===== src/rtl/uart_config_decoder_if.sv =====
// RX byte stream and TX echo handshake seen by uart_config_decoder.
// Signal suffixes are from the decoder's point of view (slave modport).
interface uart_config_decoder_if;
  logic [7:0] rx_data_i;
  logic       rx_valid_i;
  logic [7:0] ack_data_o;
  logic       ack_valid_o;
  logic       ack_ready_i;

  modport slave (
    input  rx_data_i,
    input  rx_valid_i,
    input  ack_ready_i,
    output ack_data_o,
    output ack_valid_o
  );

  modport master (
    output rx_data_i,
    output rx_valid_i,
    output ack_ready_i,
    input  ack_data_o,
    input  ack_valid_o
  );
endinterface


===== src/rtl/uart_config_decoder.sv =====
// Decodes {dont_care, option, id} config packets into a shadow UART config and commits it on END.
// Optional echo of accepted packets back to TX is enabled with `define CONFIG_ECHO_EN.
module uart_config_decoder #(
  parameter int unsigned TIMEOUT_CYCLES = 10_000_000
) (
  input  logic                         clk_i,
  input  logic                         rst_i,
  input  logic                         cfg_req_i,
  uart_config_decoder_if.slave         bus,
  output logic [5:0]                   config_o,
  output logic                         cfg_active_o,
  output logic                         cfg_done_o,
  output logic                         cfg_error_o,
  output logic                         cfg_timeout_o
);

  localparam int unsigned TimerW = $clog2(TIMEOUT_CYCLES + 1);

  typedef enum logic [1:0] {
    END_CONFIGURATION_ID = 2'b00,
    DATA_WIDTH_ID        = 2'b01,
    PARITY_MODE_ID       = 2'b10,
    STOP_BITS_ID         = 2'b11
  } cfg_id_e;

  typedef struct packed {
    logic [1:0] data_width;
    logic [1:0] parity_mode;
    logic [1:0] stop_bits;
  } uart_config_s;

  typedef struct packed {
    logic [3:0] dont_care;
    logic [1:0] option;
    cfg_id_e    id;
  } data_packet_s;

  typedef enum logic [1:0] {
    ST_IDLE,
    ST_WAIT_PKT,
    ST_ACK
  } state_e;

  localparam uart_config_s STD_CONFIGURATION = '{data_width: 2'b11, parity_mode: 2'b00, stop_bits: 2'b00};

  state_e              state_q;
  uart_config_s        config_q;
  uart_config_s        shadow_q;
  logic [TimerW-1:0]   timer_q;
  logic                active_q;
  logic                done_q;
  logic                error_q;
  logic                timeout_q;

  data_packet_s        rx_pkt;
  logic                pkt_legal;
  logic                timer_expired;
  logic [3:0]          unused_dont_care;

  assign rx_pkt           = data_packet_s'(bus.rx_data_i);
  assign unused_dont_care = rx_pkt.dont_care;

  // Stop-bit codes with option[1] set are the two reserved encodings.
  assign pkt_legal     = !((rx_pkt.id == STOP_BITS_ID) && rx_pkt.option[1]);
  assign timer_expired = (timer_q == TimerW'(TIMEOUT_CYCLES - 1));

`ifdef CONFIG_ECHO_EN
  logic [7:0] ack_data_q;
  logic       ack_valid_q;
  logic       ack_end_q;
`endif

  // NOTE: every register below is assigned with <= so all of them see the
  // pre-edge values of each other; a blocking = here would chain updates.
  always_ff @(posedge clk_i) begin
    if (rst_i) begin
      state_q     <= ST_IDLE;
      config_q    <= STD_CONFIGURATION;
      shadow_q    <= STD_CONFIGURATION;
      timer_q     <= '0;
      active_q    <= 1'b0;
      done_q      <= 1'b0;
      error_q     <= 1'b0;
      timeout_q   <= 1'b0;
`ifdef CONFIG_ECHO_EN
      ack_data_q  <= '0;
      ack_valid_q <= 1'b0;
      ack_end_q   <= 1'b0;
`endif
    end else begin
      done_q    <= 1'b0;
      error_q   <= 1'b0;
      timeout_q <= 1'b0;

      case (state_q)
        ST_IDLE: begin
          if (cfg_req_i) begin
            state_q  <= ST_WAIT_PKT;
            active_q <= 1'b1;
            shadow_q <= config_q;
            timer_q  <= '0;
          end
        end

        ST_WAIT_PKT: begin
          if (bus.rx_valid_i) begin
            timer_q <= '0;
            if (!pkt_legal) begin
              error_q <= 1'b1;
            end else begin
              case (rx_pkt.id)
                DATA_WIDTH_ID:  shadow_q.data_width  <= rx_pkt.option;
                PARITY_MODE_ID: shadow_q.parity_mode <= rx_pkt.option;
                STOP_BITS_ID:   shadow_q.stop_bits   <= rx_pkt.option;
                default: begin
                  config_q <= shadow_q;
                  done_q   <= 1'b1;
                end
              endcase
`ifdef CONFIG_ECHO_EN
              state_q     <= ST_ACK;
              ack_valid_q <= 1'b1;
              ack_data_q  <= {4'h0, rx_pkt.option, rx_pkt.id};
              ack_end_q   <= (rx_pkt.id == END_CONFIGURATION_ID);
`else
              if (rx_pkt.id == END_CONFIGURATION_ID) begin
                state_q  <= ST_IDLE;
                active_q <= 1'b0;
              end
`endif
            end
          end else if (timer_expired) begin
            // Abort: the shadow is reloaded from config_q on the next request.
            state_q   <= ST_IDLE;
            active_q  <= 1'b0;
            timeout_q <= 1'b1;
            shadow_q  <= config_q;
            timer_q   <= '0;
          end else begin
            timer_q <= timer_q + TimerW'(1);
          end
        end

`ifdef CONFIG_ECHO_EN
        ST_ACK: begin
          // Timer is frozen here; bytes arriving while TX is busy are dropped.
          if (bus.rx_valid_i) begin
            error_q <= 1'b1;
          end
          if (bus.ack_ready_i) begin
            ack_valid_q <= 1'b0;
            ack_data_q  <= '0;
            timer_q     <= '0;
            if (ack_end_q) begin
              state_q  <= ST_IDLE;
              active_q <= 1'b0;
            end else begin
              state_q <= ST_WAIT_PKT;
            end
          end
        end
`endif

        default: begin
          state_q  <= ST_IDLE;
          active_q <= 1'b0;
        end
      endcase
    end
  end

  assign config_o      = config_q;
  assign cfg_active_o  = active_q;
  assign cfg_done_o    = done_q;
  assign cfg_error_o   = error_q;
  assign cfg_timeout_o = timeout_q;

`ifdef CONFIG_ECHO_EN
  assign bus.ack_data_o  = ack_data_q;
  assign bus.ack_valid_o = ack_valid_q;

  a_ack_held : assert property (@(posedge clk_i) disable iff (rst_i)
    (bus.ack_valid_o && !bus.ack_ready_i) |=> bus.ack_valid_o);
`else
  logic unused_ack_ready;
  assign unused_ack_ready = bus.ack_ready_i;
  assign bus.ack_data_o   = '0;
  assign bus.ack_valid_o  = 1'b0;
`endif

  a_done_timeout_excl : assert property (@(posedge clk_i) disable iff (rst_i)
    !(cfg_done_o && cfg_timeout_o));
  a_done_error_excl : assert property (@(posedge clk_i) disable iff (rst_i)
    !(cfg_done_o && cfg_error_o));

endmodule


===== src/flat_wrapper.sv =====
// flat-port wrapper written by rule: the top's interface ports become plain ports
module uart_config_decoder_flat 
#(
  parameter int unsigned TIMEOUT_CYCLES = 10_000_000
)
  (clk_i, rst_i, cfg_req_i, config_o, cfg_active_o, cfg_done_o, cfg_error_o, cfg_timeout_o, bus_rx_data_i, bus_rx_valid_i, bus_ack_ready_i, bus_ack_data_o, bus_ack_valid_o);
  uart_config_decoder_if bus_i ();
  input  logic clk_i;
  input  logic rst_i;
  input  logic cfg_req_i;
  output logic [5:0] config_o;
  output logic cfg_active_o;
  output logic cfg_done_o;
  output logic cfg_error_o;
  output logic cfg_timeout_o;
  input wire logic [$bits(bus_i.rx_data_i)-1:0] bus_rx_data_i;
  input wire logic [$bits(bus_i.rx_valid_i)-1:0] bus_rx_valid_i;
  input wire logic [$bits(bus_i.ack_ready_i)-1:0] bus_ack_ready_i;
  output wire logic [$bits(bus_i.ack_data_o)-1:0] bus_ack_data_o;
  output wire logic [$bits(bus_i.ack_valid_o)-1:0] bus_ack_valid_o;
  assign bus_i.rx_data_i = bus_rx_data_i;
  assign bus_i.rx_valid_i = bus_rx_valid_i;
  assign bus_i.ack_ready_i = bus_ack_ready_i;
  assign bus_ack_data_o = bus_i.ack_data_o;
  assign bus_ack_valid_o = bus_i.ack_valid_o;
  uart_config_decoder #(.TIMEOUT_CYCLES(TIMEOUT_CYCLES)) u_core (.clk_i(clk_i), .rst_i(rst_i), .cfg_req_i(cfg_req_i), .bus(bus_i), .config_o(config_o), .cfg_active_o(cfg_active_o), .cfg_done_o(cfg_done_o), .cfg_error_o(cfg_error_o), .cfg_timeout_o(cfg_timeout_o));
endmodule

===== config.mk =====
export PLATFORM = sky130hd
export DESIGN_NAME = uart_config_decoder_flat
export DESIGN_NICKNAME = d
export VERILOG_FILES = /design/src/rtl/uart_config_decoder_if.sv /design/src/rtl/uart_config_decoder.sv /design/src/flat_wrapper.sv
export SDC_FILE = /design/constraint.sdc
export NUM_CORES = 1
export LEC_CHECK = 0
export CAP_MARGIN = 10
export CORE_MARGIN = 2
export CORE_UTILIZATION = 55
export CTS_BUF_LIST = sky130_fd_sc_hd__clkbuf_4 sky130_fd_sc_hd__clkbuf_8
export DETAILED_ROUTE_END_ITERATION = 10
export PLACE_DENSITY_LB_ADDON = 0.25
export SYNTH_ARGS = -nofsm -noshare
export SYNTH_HDL_FRONTEND = slang
export SYNTH_SLANG_ARGS = --single-unit

===== constraint.sdc =====
create_clock -name clk_i -period 2.3 [get_ports clk_i]
set_input_delay 0.23 -clock clk_i [delete_from_list [all_inputs] [get_ports clk_i]]
set_output_delay 0.23 -clock clk_i [all_outputs]
set_load 0.005 [all_outputs]

**After elaboration in Yosys (flattened, before gate mapping)**

Index checks and enable logic that the tools add are counted.

- Add/subtract/negate cells: 1
- $mul: 0
- Div/mod/pow operators: 0
- Order comparisons: 0
- Equality and inequality tests: 12
- Shifts and indexed selects: 0
- Multiplexer cells: 27
- Bitwise logic cells: 4
- Reductions and logical operators: 14

Operators by type and width:

| cell | count |
|---|---|
| 24-bit two-way mux | 3 |
| 24-bit case mux with 2 select lines | 1 |
| 24-bit by 1-bit adder with 24-bit output (second input constant) | 1 |
| 24-bit == test (second input constant) | 1 |
| 6-bit two-way mux | 4 |
| 2-bit two-way mux | 8 |
| 5-bit AND reduction | 3 |
| 6-bit case mux with 2 select lines | 1 |
| 3-bit by 2-bit inequality test with 1-bit output (second input constant) | 3 |
| 3-bit inequality test (second input constant) | 3 |
| 3-bit OR reduction | 3 |
| 1-bit two-way mux | 8 |
| 4-bit AND reduction | 2 |
| 2-bit by 1-bit == test with 1-bit output (second input constant) | 2 |
| 2-bit == test (second input constant) | 2 |
| 2-bit zero test | 2 |
| 1-bit NOT | 4 |
| 2-bit case mux with 2 select lines | 1 |
| 4-bit OR reduction | 1 |
| 2-bit inequality test (second input constant) | 1 |
| 1-bit case mux with 2 select lines | 1 |
| 2-bit AND reduction | 1 |
| 2-bit nonzero test | 1 |
| 1-bit logical AND | 1 |

- Bits in registers: 42
- Bits in latches: 0
- Bits in writable memories: 0
- ROM bits: 0
- Input bits: 13
- Memories: 0

**Longest topological paths before layout**

- Depth in word-level cells: 5
- Depth in mapped cells: 7
- Depth with buffers taken out: 6

**Worst setup path before layout**

OpenSTA, ideal clock, no wires.

- Path type: reg2reg
- Start point: register u_core.timer_q[0]
- End point: register u_core.timer_q[23]
- Data arrival time: 1,779 ps
- Data required time: 2,226 ps
- Path slack: 446 ps
- Stages on the path, launching flop included: 7
- Cells stage by stage: dfxtp_1 ha_1 and4_4 and4_4 a21o_1 or4_1 a31oi_1

- Cells in the longest elaborated chain, start to end: 4
- Elaborated cells on any way between the ends: 5

RTL lines:

| what | line | RTL |
|---|---|---|
| start: declaration | uart_config_decoder.sv:49 | `logic [TimerW-1:0] timer_q;` |
| start signal: assignment | uart_config_decoder.sv:140 | `timer_q <= timer_q + TimerW'(1);` |
| 24-bit by 1-bit adder with 24-bit output or 24-bit == test (tied branches) | uart_config_decoder.sv:140, uart_config_decoder.sv:65 |  |
| 24-bit two-way mux (*) | uart_config_decoder.sv:132 | `end else if (timer_expired) begin` |
| 24-bit two-way mux (*) | uart_config_decoder.sv:106 | `if (bus.rx_valid_i) begin` |
| 24-bit case mux with 2 select lines (*) | uart_config_decoder.sv:95 | `case (state_q)` |

Every way passes the cells marked *; elsewhere a longest branch is shown, timed or not.
A chain may end at the register's enable or synchronous reset.

**Worst setup path after layout**

- Start point: register u_core.timer_q[0]
- End point: register u_core.shadow_q[3] (netlist bit)

- Cells in the longest elaborated chain, start to end: 3

RTL lines:

| what | line | RTL |
|---|---|---|
| 24-bit == test | uart_config_decoder.sv:65 | `assign timer_expired = (timer_q == TimerW'(TIMEOUT_CYCLES - 1));` |
| 3-bit by 2-bit inequality test with 1-bit output (no source line) | n/a |  |
| 5-bit AND reduction (no source line) | n/a |  |
| end signal: assignment | uart_config_decoder.sv:100 | `shadow_q <= config_q;` |
| end signal: assignment | uart_config_decoder.sv:137 | `shadow_q <= config_q;` |
| end: declaration | uart_config_decoder.sv:48 | `uart_config_s shadow_q;` |

Every way passes these cells.

==> impl_metrics.json <==
{
  "r2r_slack_ns": 0.18,
  "reg2reg_depth": 6,
  "ios": 32,
  "setup_tns_ns": 0,
  "via_per_inst": 5.68,
  "min_from": "u_core.shadow_q[0]$_SDFFE_PP0P_",
  "whs_path_depth": 2,
  "clockBufferDepth": 2,
  "hold_ws_ns": 0.472,
  "fin_ws_ns": 0.178,
  "synth_cell_types": 45,
  "cts_sinks": 40,
  "layout.cells.non_filler": 314,
  "p_sw_mw": 0.329,
  "holdPathEnd": "u_core.config_o[0]$_SDFFE_PP0P_",
  "crit_arrival_ns": 2.39,
  "placed_cells": 306,
  "numCtsBuffers": 5,
  "fmaxAchievable_mhz": 471,
  "syn_area_per_cell_um2": 8.18,
  "synthArstFlopShare_pct": 0,
  "hold_class": "flip-flop to flip-flop",
  "synth_edf_count": 0,
  "place_congestion": 0.839,
  "fin_crit_ns": 2.12,
  "core_area_um2": 3420,
  "yosysSeqAreaShare_pct": 40.3,
  "switching_share_pct": 25.1,
  "gr-total-overflow": 0,
  "status": "finished, final reports clean",
  "p_leak_nw": 0.832,
  "post_cts_resized": 0,
  "root_buffer": "clkbuf_4",
  "combPwrFrac_pct": 8.1,
  "io_buffer_count": 17,
  "fin_nets": 281,
  "dr.first_iter.drc_count": 225,
  "startpoint": "u_core.timer_q[0]$_SDFFE_PP0N_",
  "worstReg2RegStart": "u_core.timer_q[0]$_SDFFE_PP0N_",
  "slew_viol_final": 0,
  "postRouteAntennaNets": 0,
  "regToRegEndpoint": "u_core.shadow_q[3]$_SDFFE_PP0P_",
  "cts.htree.levels": 2,
  "grt_pass1_wl_mm": 7.42,
  "dieWidth_um": 64.1,
  "num_antenna_cells": 0,
  "synthCells": 243,
  "path_class": "flip-flop to flip-flop",
  "fillers": 314,
  "slew_headroom_pct": 51.1,
  "drive_gt1_share_pct": 10.1,
  "regArea_um2": 801,
  "cts.clk_slew.worst_paths_ns": 0.14,
  "start_kind": "flip-flop",
  "firstDrtPassIters": 4,
  "hpwl_mm": 3.09,
  "cts_setup_buffers": 0,
  "rsz0062_at_grt": "no",
  "ys_warn_count": 0,
  "num_vias": 1784,
  "p_seq_share_pct": 54.5,
  "powerDensity_nw_per_um2": 571,
  "critPathMaxFanout": 6,
  "drc_errors": 0,
  "finClkSkew_ns": 0.0166,
  "die_area_um2": 4110,
  "vdd.ir_drop.worst_v": 0.000327,
  "synth_ff_type": "dfxtp_1",
  "ys_ff_latch": 40,
  "wl_mm": 4.28,
  "p_total_mw": 1.31,
  "start_util_pct": 58.2,
  "multi_input_area_um2": 1110,
  "netlist_area_um2": 1990,
  "grt_util_all_layers_pct": 22.7,
  "grt_pass1_vias": 1704,
  "maxCapViolations": 0,
  "wire_per_inst_um": 13.6,
  "area_delta_synth_final_pct": 15.3,
  "setup_viol": 0,
  "worstPathRequired_ns": 2.57,
  "final_hold_viol_count": 0,
  "cts_tree": "done",
  "final_cell_mix": "40 x dfxtp_1, 33 x nand2_1, 28 x nor2_1",
  "crit_path_end_kind": "flip-flop",
  "hold_buffers": 0,
  "grt_max_degree": 19,
  "pre_cts_ws_ns": 0.240,
  "max_slew.worst_pin.slew_ns": 0.731,
  "layout_commonest_cell": "dfxtp_1",
  "intPower_mw": 0.979,
  "antenna_found_initial": 0,
  "post-route-period-util_pct": 92.3,
  "clkPwrFrac_pct": 37.4,
  "clk_latency_ns": 0.36,
  "fp.dieH_um": 64.1,
  "num_rows": 21
}
sequential cells by signal, summed over array words and instances, names as in the netlist:
register,cells
u_core.timer_q,24
u_core.config_o,6
u_core.shadow_q,6
u_core.cfg_done_o,1
u_core.cfg_error_o,1
u_core.cfg_timeout_o,1
u_core.state_q,1
final cells by class:
type / instances / share of cell area, %
clock inverter: 3 / 2.02
tap: 46 / 2.51
multi-input combinational: 192 / 48.3
inverter: 3 / 0.492
clock buffer: 5 / 1.64
sequential: 40 / 35.0
timing repair buffer: 25 / 10.0
critical path, stage by stage, from the launching register on:
cell and delay [ns]:
dfxtp_1 0.38, ha_1 0.26, and4_4 0.23, and4_4 0.21
a21oi_1 0.49, nor2_1 0.20, a211oi_1 0.26
cell usage after synthesis, drive strengths merged (3+ instances only):
cell,n,area [um2]
nor3,6,46.3
a21oi,19,98.9
buf,12,82.6
nor4,3,18.8
dfxtp,40,801
mux2i,5,50.1
nand3,15,80.1
and3,6,37.5
xnor2,5,43.8
clkbuf,4,15.0
nand2,33,124
nor2,28,105
o21ai,7,38.8
nand2b,5,31.3
a211oi,4,30.0
and4,5,51.3
nand4,8,56.3
xor2,7,61.3
a31oi,6,37.5
metrics by stage:
step	utilization, %	instance area (um2)
2_1_floorplan	-	2020
3_3_place_gp	64.6	2210
3_5_place_dp	64.6	2210
4_1_cts	67.1	2290
5_1_grt	67.1	2290
6_report	67.1	2290
worst max path at each step:
stage          slack, ns  cells past startpoint                               to
4_1_cts             0.20                      6  u_core.shadow_q[3]$_SDFFE_PP0P_
3_3_place_gp        0.26                      6  u_core.shadow_q[1]$_SDFFE_PP0P_
5_1_grt             0.01                      6  u_core.shadow_q[3]$_SDFFE_PP0P_
2_1_floorplan       0.45                      6  u_core.timer_q[23]$_SDFFE_PP0N_
3_5_place_dp        0.24                      6  u_core.shadow_q[1]$_SDFFE_PP0P_
6_report            0.18                      6  u_core.shadow_q[3]$_SDFFE_PP0P_
power groups by stage:
stage | clock network, mW | logic (mW) | registers (mW)
5_1_grt | 0.528 | 0.120 | 0.714
4_1_cts | 0.494 | 0.106 | 0.713
6_report | 0.489 | 0.106 | 0.713
3_3_place_gp | 0 | 0.104 | 0.727
2_1_floorplan | 0 | 0.0776 | 0.725
3_5_place_dp | 0 | 0.105 | 0.728
cells by family (layout without fill, tap and decap cells):
logic type	after synthesis	in the layout	share of synthesized area, %
and+or+nand+nor	120	120	31.6
AOI/OAI and AO/OA	45	45	14.0
DFF	40	40	40.3
buffers and inverters	19	36	5.48
xor gates and xnor gates	12	12	5.29
muxes	5	5	2.52
adders and majority gates	1	1	0.630
other	1	9	0.189
routing by layer:
metal	up-vias	GRT usage [%]	wire, um
met5	-	0	0
met4	0	9.04	29
met3	4	4.75	260
met2	63	38.4	2020
met1	816	28.1	1960
li1	901	-	-
(Power assumes the default switching activity.)
